<file path="config.mk">
export PLATFORM = sky130hd
export DESIGN_NAME = hpc_pulse_launcher
export DESIGN_NICKNAME = d
export VERILOG_FILES = /design/src/rtl/hpc_pulse_launcher.sv
export SDC_FILE = /design/constraint.sdc
export NUM_CORES = 1
export LEC_CHECK = 0
export CAP_MARGIN = 30
export CELL_PAD_IN_SITES_DETAIL_PLACEMENT = 1
export CELL_PAD_IN_SITES_GLOBAL_PLACEMENT = 1
export CORE_AREA = 4 4 55 69
export DETAILED_ROUTE_END_ITERATION = 8
export DIE_AREA = 0 0 59 73
export PLACE_DENSITY = 0.79
export SYNTH_ARGS = -nofsm -noshare
export SYNTH_HDL_FRONTEND = slang
export SYNTH_SLANG_ARGS = --single-unit
</file>
<file path="constraint.sdc">
create_clock -name src_clkA -period 3.6 [get_ports src_clkA]
set_clock_uncertainty 0.2 [all_clocks]
set_input_delay 0.72 -clock src_clkA [delete_from_list [all_inputs] [get_ports src_clkA]]
set_output_delay 0.72 -clock src_clkA [all_outputs]
set_load 0.03 [all_outputs]
</file>
<file path="src/rtl/hpc_pulse_launcher.sv">
// hpc_pulse_launcher: queues single-cycle event requests in the src_clkA domain
// and hands them to the hpc pulse synchronizer one at a time. A new sinput
// pulse is launched only after the previous handshake has finished, either
// because busy rose and fell or because busy never rose in time.
//
//   state | meaning
//   ------+-------------------------------------------------------------
//   IDLE  | waiting for a queued event while busy is low
//   PULSE | sinput high for exactly this one cycle
//   ACK   | waiting up to RISE_TO cycles for busy to rise
//   BUSY  | transfer in flight, waiting for busy to fall
//   GAP   | GAP_CYC enforced quiet cycles before returning to IDLE
module hpc_pulse_launcher #(
    parameter int CNT_W   = 4,
    parameter int GAP_CYC = 2,
    parameter int RISE_TO = 4
) (
    input  logic             src_clkA,
    input  logic             rstA,
    input  logic             ev_in,
    input  logic             clr,
    input  logic             busy,
    output logic             sinput,
    output logic [CNT_W-1:0] pending,
    output logic             full,
    output logic             ovf,
    output logic [7:0]       drop_cnt,
    output logic             to_err
);

    typedef enum logic [2:0] {
        IDLE  = 3'd0,
        PULSE = 3'd1,
        ACK   = 3'd2,
        BUSY  = 3'd3,
        GAP   = 3'd4
    } stateT;

    localparam int TO_W  = (RISE_TO < 2) ? 1 : $clog2(RISE_TO);
    localparam int GAP_W = (GAP_CYC < 2) ? 1 : $clog2(GAP_CYC);
    localparam logic [TO_W-1:0]  TO_LAST  = TO_W'(RISE_TO - 1);
    // GAP is never entered when GAP_CYC is 0, so its terminal value is moot then.
    localparam logic [GAP_W-1:0] GAP_LAST = GAP_W'((GAP_CYC > 0) ? GAP_CYC - 1 : 0);
    localparam stateT AFTER_XFER = (GAP_CYC > 0) ? GAP : IDLE;

    stateT             state;
    stateT             nextState;
    logic [TO_W-1:0]   toCnt;
    logic [TO_W-1:0]   toCntNext;
    logic [GAP_W-1:0]  gapCnt;
    logic [GAP_W-1:0]  gapCntNext;
    logic              launch;
    logic              toHit;
    logic              incOnly;
    logic              decOnly;
    logic              drop;

    assign full    = (pending == {CNT_W{1'b1}});
    assign incOnly = ev_in & ~launch;
    assign decOnly = launch & ~ev_in;
    assign drop    = incOnly & full;

    // State register, handshake timers and the registered launch pulse.
    always_ff @(posedge src_clkA) begin
        if (!rstA) begin
            state  <= IDLE;
            toCnt  <= '0;
            gapCnt <= '0;
            sinput <= 1'b0;
        end else begin
            state  <= nextState;
            toCnt  <= toCntNext;
            gapCnt <= gapCntNext;
            sinput <= launch;
        end
    end

    // Next-state logic: launch decision, rise timeout and post-transfer gap.
    always_comb begin
        nextState  = state;
        toCntNext  = toCnt;
        gapCntNext = gapCnt;
        launch     = 1'b0;
        toHit      = 1'b0;
        unique case (state)
            IDLE: begin
                if ((pending != '0) && !busy) begin
                    nextState = PULSE;
                    launch    = 1'b1;
                end
            end
            PULSE: begin
                nextState = ACK;
                toCntNext = '0;
            end
            ACK: begin
                if (busy) begin
                    nextState = BUSY;
                end else if (toCnt == TO_LAST) begin
                    toHit      = 1'b1;
                    nextState  = AFTER_XFER;
                    gapCntNext = '0;
                end else begin
                    toCntNext = toCnt + 1'b1;
                end
            end
            BUSY: begin
                if (!busy) begin
                    nextState  = AFTER_XFER;
                    gapCntNext = '0;
                end
            end
            GAP: begin
                if (gapCnt == GAP_LAST) begin
                    nextState = IDLE;
                end else begin
                    gapCntNext = gapCnt + 1'b1;
                end
            end
            default: begin
                nextState = IDLE;
            end
        endcase
    end

    // Pending count plus sticky status; a new drop or timeout beats clr.
    always_ff @(posedge src_clkA) begin
        if (!rstA) begin
            pending  <= '0;
            ovf      <= 1'b0;
            drop_cnt <= 8'd0;
            to_err   <= 1'b0;
        end else begin
            if (incOnly && !full) begin
                pending <= pending + 1'b1;
            end else if (decOnly) begin
                pending <= pending - 1'b1;
            end

            if (drop) begin
                ovf <= 1'b1;
                if (clr) begin
                    drop_cnt <= 8'd1;
                end else if (drop_cnt != 8'hFF) begin
                    drop_cnt <= drop_cnt + 8'd1;
                end
            end else if (clr) begin
                ovf      <= 1'b0;
                drop_cnt <= 8'd0;
            end

            if (toHit) begin
                to_err <= 1'b1;
            end else if (clr) begin
                to_err <= 1'b0;
            end
        end
    end

endmodule

</file>
# Yosys cells after proc, flatten, opt, wreduce, memory -nomap -nowiden
# Cells that the tools add are included.
dict set report op_classes {
  n_addsub 5
  eq_ne 14
  muxes 28
  n_bitwise 5
  n_reduce_logical 16
}
# cell n
set op_table {}
lappend op_table {{$mux 8} 4}
lappend op_table {{$mux 3} 5}
lappend op_table {{$pmux 3 s5} 1}
lappend op_table {{$mux 1} 12}
lappend op_table {{$ne 2x2->1 const B} 6}
lappend op_table {{$reduce_bool 2->1} 5}
lappend op_table {{$add 8x1->8 const B} 1}
lappend op_table {{$mux 4} 2}
lappend op_table {{$ne 8x8->1 const B} 1}
lappend op_table {{$reduce_and 4->1} 2}
lappend op_table {{$eq 3x2->1 const B} 2}
lappend op_table {{$add 4x1->4 const B} 1}
lappend op_table {{$eq 4x4->1 const B} 1}
lappend op_table {{$mux 2} 2}
lappend op_table {{$pmux 2 s2} 1}
lappend op_table {{$reduce_bool 4->1} 1}
lappend op_table {{$sub 4x1->4 const B} 1}
lappend op_table {{$and 1x1->1} 3}
lappend op_table {{$eq 3x1->1 const B} 1}
lappend op_table {{$eq 3x3->1 const B} 1}
lappend op_table {{$logic_not 3->1} 1}
lappend op_table {{$ne 3x3->1 const B} 1}
lappend op_table {{$pmux 1 s3} 1}
lappend op_table {{$reduce_and 3->1} 1}
lappend op_table {{8 further kinds} 11}
dict set report word_totals {
  reg_bits 21
  input_bits 5
  output_inout_bits 16
  elab_cells 76
}

# Logic depth before layout (Yosys ltp)
# Gate-level depths: netlist (run 1).
dict set report depth {
  word_depth 9
  mapped_depth 8
  depth_no_buf 7
}

# Worst setup path before layout (run 1)
# OpenSTA, ideal clock, no wires.
dict set report synth_path {
  kind {register to register}
  from {reg pending[0]}
  to {reg pending[3]}
  setup_time_ns 0.079
  arrival_time_ns 2.391
  required_time_ns 3.321
  path_slack_ns 0.930
  path_stages_with_launch 8
  n_path_buf 0
  period_less_slack_ns 2.670
  path_cell_list {dfxtp_1 > or4_1 > a211o_1 > ha_1 > a21oi_1 > nand4_1 > mux2_2 > o211ai_1}
}
dict set report synth_via {
  elab_chain_len 8
  word_cells_on_any_way 15
  classes_between {2 x add/sub; 1 x eq/ne; 4 x mux; 3 x bitwise; 5 x reduce/logical}
}
# element line_no
set synth_rtl {}
lappend synth_rtl {{start, declared} 24} ;# output logic [CNT_W-1:0] pending,
lappend synth_rtl {{start signal, assigned} 135} ;# pending <= pending + 1'b1;
lappend synth_rtl {{start signal, assigned} 137} ;# pending <= pending - 1'b1;
lappend synth_rtl {{$reduce_bool 4->1} 87} ;# if ((pending != '0) && !busy) begin
lappend synth_rtl {{$logic_and 1x1->1} 87}
lappend synth_rtl {{$mux 1} 87}
lappend synth_rtl {{$mux 1} 85} ;# unique case (state)
lappend synth_rtl {{$not 1->1} 59} ;# assign incOnly = ev_in & ~launch;
lappend synth_rtl {{$and 1x1->1} 59}
lappend synth_rtl {{$logic_and 1x1->1} 134} ;# if (incOnly && !full) begin
lappend synth_rtl {{$mux 4 or $reduce_bool 2->1 (tied branches)} -}
# Several ways; a longest one is shown, not always the timed one. The select of a mux whose other input is x is not followed.
# A chain may end at the register's enable or synchronous reset.

# Final worst setup path (run 1)
dict set report layout_path {
  from {in busy}
  to {reg pending[3]}
}
dict set report layout_via {
  elab_chain_len 8
  word_cells_on_any_way 10
  classes_between {3 x mux; 3 x bitwise; 4 x reduce/logical}
}
# element line_no
set layout_rtl {}
lappend layout_rtl {{start, declared} 22} ;# input logic busy,
lappend layout_rtl {{$logic_not 1->1 *} -}
lappend layout_rtl {{$logic_and 1x1->1 *} 87}
lappend layout_rtl {{$mux 1 *} 87}
lappend layout_rtl {{$mux 1 *} 85}
lappend layout_rtl {{$not 1->1} 59}
lappend layout_rtl {{$and 1x1->1} 59}
lappend layout_rtl {{$logic_and 1x1->1} 134}
lappend layout_rtl {{$mux 4 or $reduce_bool 2->1 (tied branches)} -}
# Mark *: on every way between the ends. The rest lies on a longest branch, timed or not.

==> results of run 1 <==
-- worst register-to-register path, stage by stage (launching register included) --
cell and delay, ns:
dfxtp_1 0.39, or4_1 0.59, a211o_1 0.42, ha_1 0.36, a21oi_1 0.24, nand4b_1 0.13, mux2_2 0.29, o211ai_1 0.08
-- layer usage --
metal / wire [µm] / share of wire
met1: 1210 / 0.41
met2: 1680 / 0.56
met3: 73 / 0.024
met4: 27 / 0.0090
met5: 0 / 0
-- path summary, 6_finish.rpt --
path / from / endpoint / slack (ns)
hold reg to reg: ovf / ovf / 0.27
setup / recovery: busy / pending[3] / 0.65
setup reg to reg: pending[0] / pending[3] / 0.82
hold / removal: ovf / ovf / 0.27
-- flip-flops by register name, indices dropped and copies added (netlist names) --
| signal | count |
|---|---|
| drop_cnt | 8 |
| pending | 4 |
| state | 3 |
| toCnt | 2 |
| gapCnt | 1 |
| ovf | 1 |
| sinput | 1 |
| to_err | 1 |
-- power breakdown --
group | leakage [nW] | internal [mW] | switching [mW]
Sequential | 0.170 | 0.260 | 0.0511
Combinational | 0.300 | 0.122 | 0.149
Clock | 0.0255 | 0.0772 | 0.0829
Total | 0.496 | 0.460 | 0.283
-- cells in the mapped netlist (all sizes together), types with 2 or more instances --
| master | count |
|---|---|
| clkbuf | 4 |
| nor4 | 3 |
| a21oi | 12 |
| ha | 4 |
| a22oi | 2 |
| buf | 3 |
| o41ai | 4 |
| or4 | 6 |
| nor2 | 7 |
| nand3b | 3 |
| dfxtp | 21 |
| nand4 | 3 |
| or4b | 2 |
| nand2 | 15 |
| o211ai | 4 |
| o21ai | 4 |
| o31ai | 3 |
| inv | 5 |
| nand3 | 4 |
| mux2i | 2 |
| and4 | 2 |
| nand4b | 2 |
-- kinds of logic after synthesis --
| family | count (synthesis) | synth area share |
|---|---|---|
| XOR/XNOR | 1 | 0.00754 |
| multiplexers | 3 | 0.0269 |
| flip-flops | 21 | 0.362 |
| AND/OR/NAND/NOR | 53 | 0.269 |
| AO/OA/AOI/OAI | 37 | 0.225 |
| adder cells (fa/ha/maj) | 5 | 0.0603 |
| buffers and inverters | 12 | 0.0495 |
-- cell type report --
cell class              count  area (µm²)  share of cell area
inverters                   5        18.8              0.0133
clock inverters             1        5.00             0.00353
multi-input cells          99         684               0.483
flip-flops and latches     21         420               0.297
well taps                  37        46.3              0.0327
clock buffers               3        41.3              0.0292
repair buffers             20         200               0.141
-- metrics by stage --
step                 util  total power, mW  setup WS (ns)  instance area (µm²)  cells
floorplan               -            0.509          0.930                 1160    132
global placement    0.433            0.575          0.525                 1370    182
detailed placement  0.433            0.589          0.386                 1370    182
CTS                 0.447            0.750          0.650                 1420    186
global route        0.447            0.799          0.437                 1420    186
finish              0.447            0.742          0.651                 1420    186
==> flow_metrics.py, run 1 <==
metrics = {
    "cells_and_area": {
        "final_common_cell": "dfxtp_1",
        "final_cell_mix": "dfxtp_1, clkdlybuf4s50_1, nand2_1, a21oi_1, nor2_1",
        "syn2layout_area_growth_pct": 21.9,
        "antenna_cells": 0,
        "fin_nets": 160,
        "n_fill_cell": 398,
        "drive_gt1_frac": 0.0738,
    },
    "yosys": {
        "synth-edff-count": 0,
        "ys_seq_elements": 21,
        "synth_cell_types": 46,
        "synth_largest_area_cell": "dfxtp_1",
        "ys_async_sr_fraction": 0,
        "syn_inst": 132,
        "synthTopCellsByArea": "dfxtp_1, a21oi_1, nand2_1, ha_1, or4_1",
        "synth_area_um2": 1160,
        "ys_seq_area_frac": 0.362,
        "syn_avg_cell_area_um2": 8.81,
        "synth_top_area_share": 0.362,
        "syn_nets": 142,
        "synth_warnings": 0,
        "ys.flop_type": "dfxtp_1",
    },
    "grt": {
        "grtUsageMet2": 0.301,
        "met3_usage": 0.0230,
        "antenna_found_initial": 0,
        "grt-ovfl-total": 0,
        "grt_max_degree": 15,
        "top_usage_layer": "met2",
        "grtUsageMet1": 0.173,
        "grt_pass1_vias": 1185,
        "grt_use_total": 0.157,
        "grt_pass1_wl_um": 5420,
    },
    "setup_path": {
        "crit_path_end_kind": "register",
        "cpLargestDelayFamily": "compound AO/OA/AOI/OAI gates",
        "crit_type": "input pin to register",
        "path_buf_inv": 1,
        "worst-path-stages": 8,
        "cpMaxStageDelayCell": "clkdlybuf4s50_1",
        "path_cells": "clkdlybuf4s50_1 > nor4_1 > a211o_1 > ha_1 > a21oi_1 > nand4b_1 > mux2_2 > o211ai_1",
        "critPathLaunchType": "input pin",
        "reg2regPathDepth": 7,
        "cp.arrival_ns": 2.94,
        "slowest_delay_ns": 0.53,
        "path_max_fanout": 8,
        "required_ns": 3.59,
    },
    "route": {
        "drtIter0Drc": 38,
        "wl_per_cell_um": 16.1,
        "drtPass1Iterations": 4,
        "drt-total-wl_um": 2990,
        "vias_per_cell": 5.89,
        "vias": 1096,
        "postRouteAntennaNets": 0,
        "drc_errors": 0,
    },
    "die": {
        "start_util": 0.367,
        "top_level_ports": 21,
        "rows": 23,
        "dieHeight_um": 73,
        "dieArea_um2": 4310,
        "core_area_um2": 3170,
        "die_x_um": 59,
    },
    "clocking": {
        "clockBufferDepth": 2,
        "cts_setup_buffers": 0,
        "cts_sinks": 21,
        "clk_pin_slew_worst_paths_ns": 0.08,
        "htree_num_levels": 1,
        "cts-root-buf": "clkbuf_8",
        "cts_resized": 0,
        "cts-buffers-inserted": 3,
        "hold_buffers": 0,
        "cts_tree": "built",
        "worstSkewPairLatency_ns": 0.26,
    },
    "place": {
        "gp_congestion": 0.748,
        "io_buffers": 20,
        "post-dp-hpwl_um": 2270,
    },
    "sta": {
        "final_hold_viol_count": 0,
        "setup_tns_ns": 0,
        "worst_hold_slack_ns": 0.269,
        "clock.fmax_mhz": 339,
        "setup_viol": 0,
        "slew_violations": 0,
        "slew_headroom": 0.613,
        "rsz0062_at_grt": "false",
        "tightest_slew_ns": 0.579,
        "min_period_ns": 2.95,
        "timing.final.crit_share": 0.819,
    },
    "worst_hold_path": {
        "holdPathStages": 2,
        "hold_class": "register to register",
    },
    "pwr": {
        "max-vdd-ir-drop_mv": 0.270,
        "leakage_nw": 0.496,
        "p_per_area_nw_per_um2": 524,
    },
    "outcome": {
        "outcome": "finished clean",
    },
    "flow_run": {
        "drv_cap": 0,
    },
}
Power figures use the tool's default switching activity.
==> run 2: changes to the inputs <==
- clock period: 3.6 -> 2.8 ns (I/O delays scaled with it)
==> flow_metrics.py, run 2 (synthesis results as in run 1) <==
metrics = {
    "grt": {
        "grt_use_total": 0.167,
        "grt_max_degree": 15,
        "grt_pass1_vias": 1229,
        "grt-ovfl-total": 0,
        "grt_pass1_wl_um": 5600,
        "antenna_found_initial": 0,
    },
    "setup_path": {
        "cp.arrival_ns": 1.82,
        "crit_type": "register to primary output",
        "slowest_delay_ns": 0.71,
        "ff2ff_setup_slack_ns": 0.23,
        "path_max_fanout": 8,
        "timing.rr.start": "pending[0]",
        "path_cells": "and4_1 > clkdlybuf4s50_1",
        "critPathLaunchType": "register",
        "crit_path_end": "full",
        "crit_path_end_kind": "primary output",
        "required_ns": 2.04,
        "cpMaxStageDelayCell": "clkdlybuf4s50_1",
        "crit_start": "pending[3]",
        "timing.rr.end": "pending[3]",
        "reg2regPathDepth": 8,
    },
    "clocking": {
        "cts_setup_buffers": 0,
        "worstSkewPairLatency_ns": 0.26,
        "cts_resized": 0,
        "cts_sinks": 21,
        "cts-buffers-inserted": 3,
        "htree_num_levels": 1,
        "hold_buffers": 0,
        "cts_tree": "built",
        "clockBufferDepth": 2,
        "clk_pin_slew_worst_paths_ns": 0.08,
        "cts-root-buf": "clkbuf_8",
    },
    "route": {
        "drt-total-wl_um": 3300,
        "drtIter0Drc": 30,
        "postRouteAntennaNets": 0,
        "drtPass1Iterations": 4,
        "drc_errors": 0,
        "wl_per_cell_um": 16.9,
        "vias": 1182,
        "vias_per_cell": 6.06,
    },
    "die": {
        "rows": 23,
        "dieArea_um2": 4310,
        "core_area_um2": 3170,
        "top_level_ports": 21,
        "dieHeight_um": 73,
        "start_util": 0.367,
        "die_x_um": 59,
    },
    "place": {
        "post-place-ws_ns": 0.0188,
        "post-dp-hpwl_um": 2520,
        "gp_congestion": 0.811,
        "io_buffers": 20,
    },
    "sta": {
        "min_period_ns": 2.58,
        "clock.fmax_mhz": 388,
        "rsz0062_at_grt": "false",
        "tightest_slew_ns": 0.463,
        "timing.final.crit_share": 0.920,
        "setup_viol": 0,
        "slew_violations": 0,
        "setup_tns_ns": 0,
        "final_hold_viol_count": 0,
        "slew_headroom": 0.689,
        "setup_ws_ns": 0.225,
    },
    "cells_and_area": {
        "fin_nets": 169,
        "n_fill_cell": 386,
        "antenna_cells": 0,
        "final_common_cell": "dfxtp_1",
        "largest_register": "drop_cnt",
        "drive_gt1_frac": 0.120,
        "final_cell_mix": "dfxtp_1, clkdlybuf4s50_1, nand2_1, a21oi_1, buf_4",
        "largest_reg_flops": 8,
        "syn2layout_area_growth_pct": 27.6,
        "top_regs": "drop_cnt x8, pending x4, state x3",
    },
    "worst_hold_path": {
        "hold_class": "register to register",
    },
    "pwr": {
        "max-vdd-ir-drop_mv": 0.321,
        "leakage_nw": 0.538,
        "p_per_area_nw_per_um2": 675,
    },
    "outcome": {
        "outcome": "finished clean",
    },
    "flow_run": {
        "drv_cap": 0,
    },
}
[run 2: cell types whose count changed in the layout (fill, tap and decap cells not counted)]
cell	before	now
buf_4	0	9
clkbuf_1	0	1
clkinv_2	1	0
[run 2: stage by stage]
step,area (µm²),hold WS [ns],util,instances,power (mW)
after floorplan,1160,0.254,-,132,0.654
after global placement,1440,0.251,0.454,191,0.775
after detailed placement,1440,0.268,0.454,191,0.809
after CTS,1480,0.279,0.468,195,1.01
after global routing,1480,0.307,0.468,195,1.07
final,1480,0.268,0.468,195,1.00
[run 2: worst max-delay path: cells and delay by family, from the launching register on]
family | cells | cell delay [ns]
flops | 1 | 0.49
buf+inv | 1 | 0.71
simple gates | 1 | 0.35
[run 2: power breakdown]
group	leakage (nW)	internal, mW	total, mW	switching [mW]
clock	0.0228	0.101	0.201	0.0999
combinational	0.345	0.186	0.424	0.238
sequential	0.170	0.335	0.376	0.0410
total	0.538	0.622	1.00	0.379
[run 2: layout make-up]
class	count	area (µm²)	share of cell area
clock buffer	4	45.0	0.0304
tap	37	46.3	0.0312
inverter	5	18.8	0.0127
timing repair buffer	29	268	0.181
sequential	21	420	0.284
multi-input combinational	99	684	0.462
[run 2: per-layer routing]
layer  track usage  part of all wire  vias up
met4        0.0680             0.012        0
met2         0.330              0.58       16
li1              -                 -      559
met5             0                 0        -
met1         0.167              0.38      601
met3        0.0248             0.023        6
[run 2: how the worst min path moves through the flow]
stage,from,cells past startpoint,slack [ns],end
2_1_floorplan,gapCnt,2,0.25,gapCnt
3_3_place_gp,ovf,2,0.25,ovf
3_5_place_dp,ovf,2,0.27,ovf
4_1_cts,ovf,2,0.28,ovf
5_1_grt,ovf,2,0.31,ovf
6_report,ovf,2,0.27,ovf
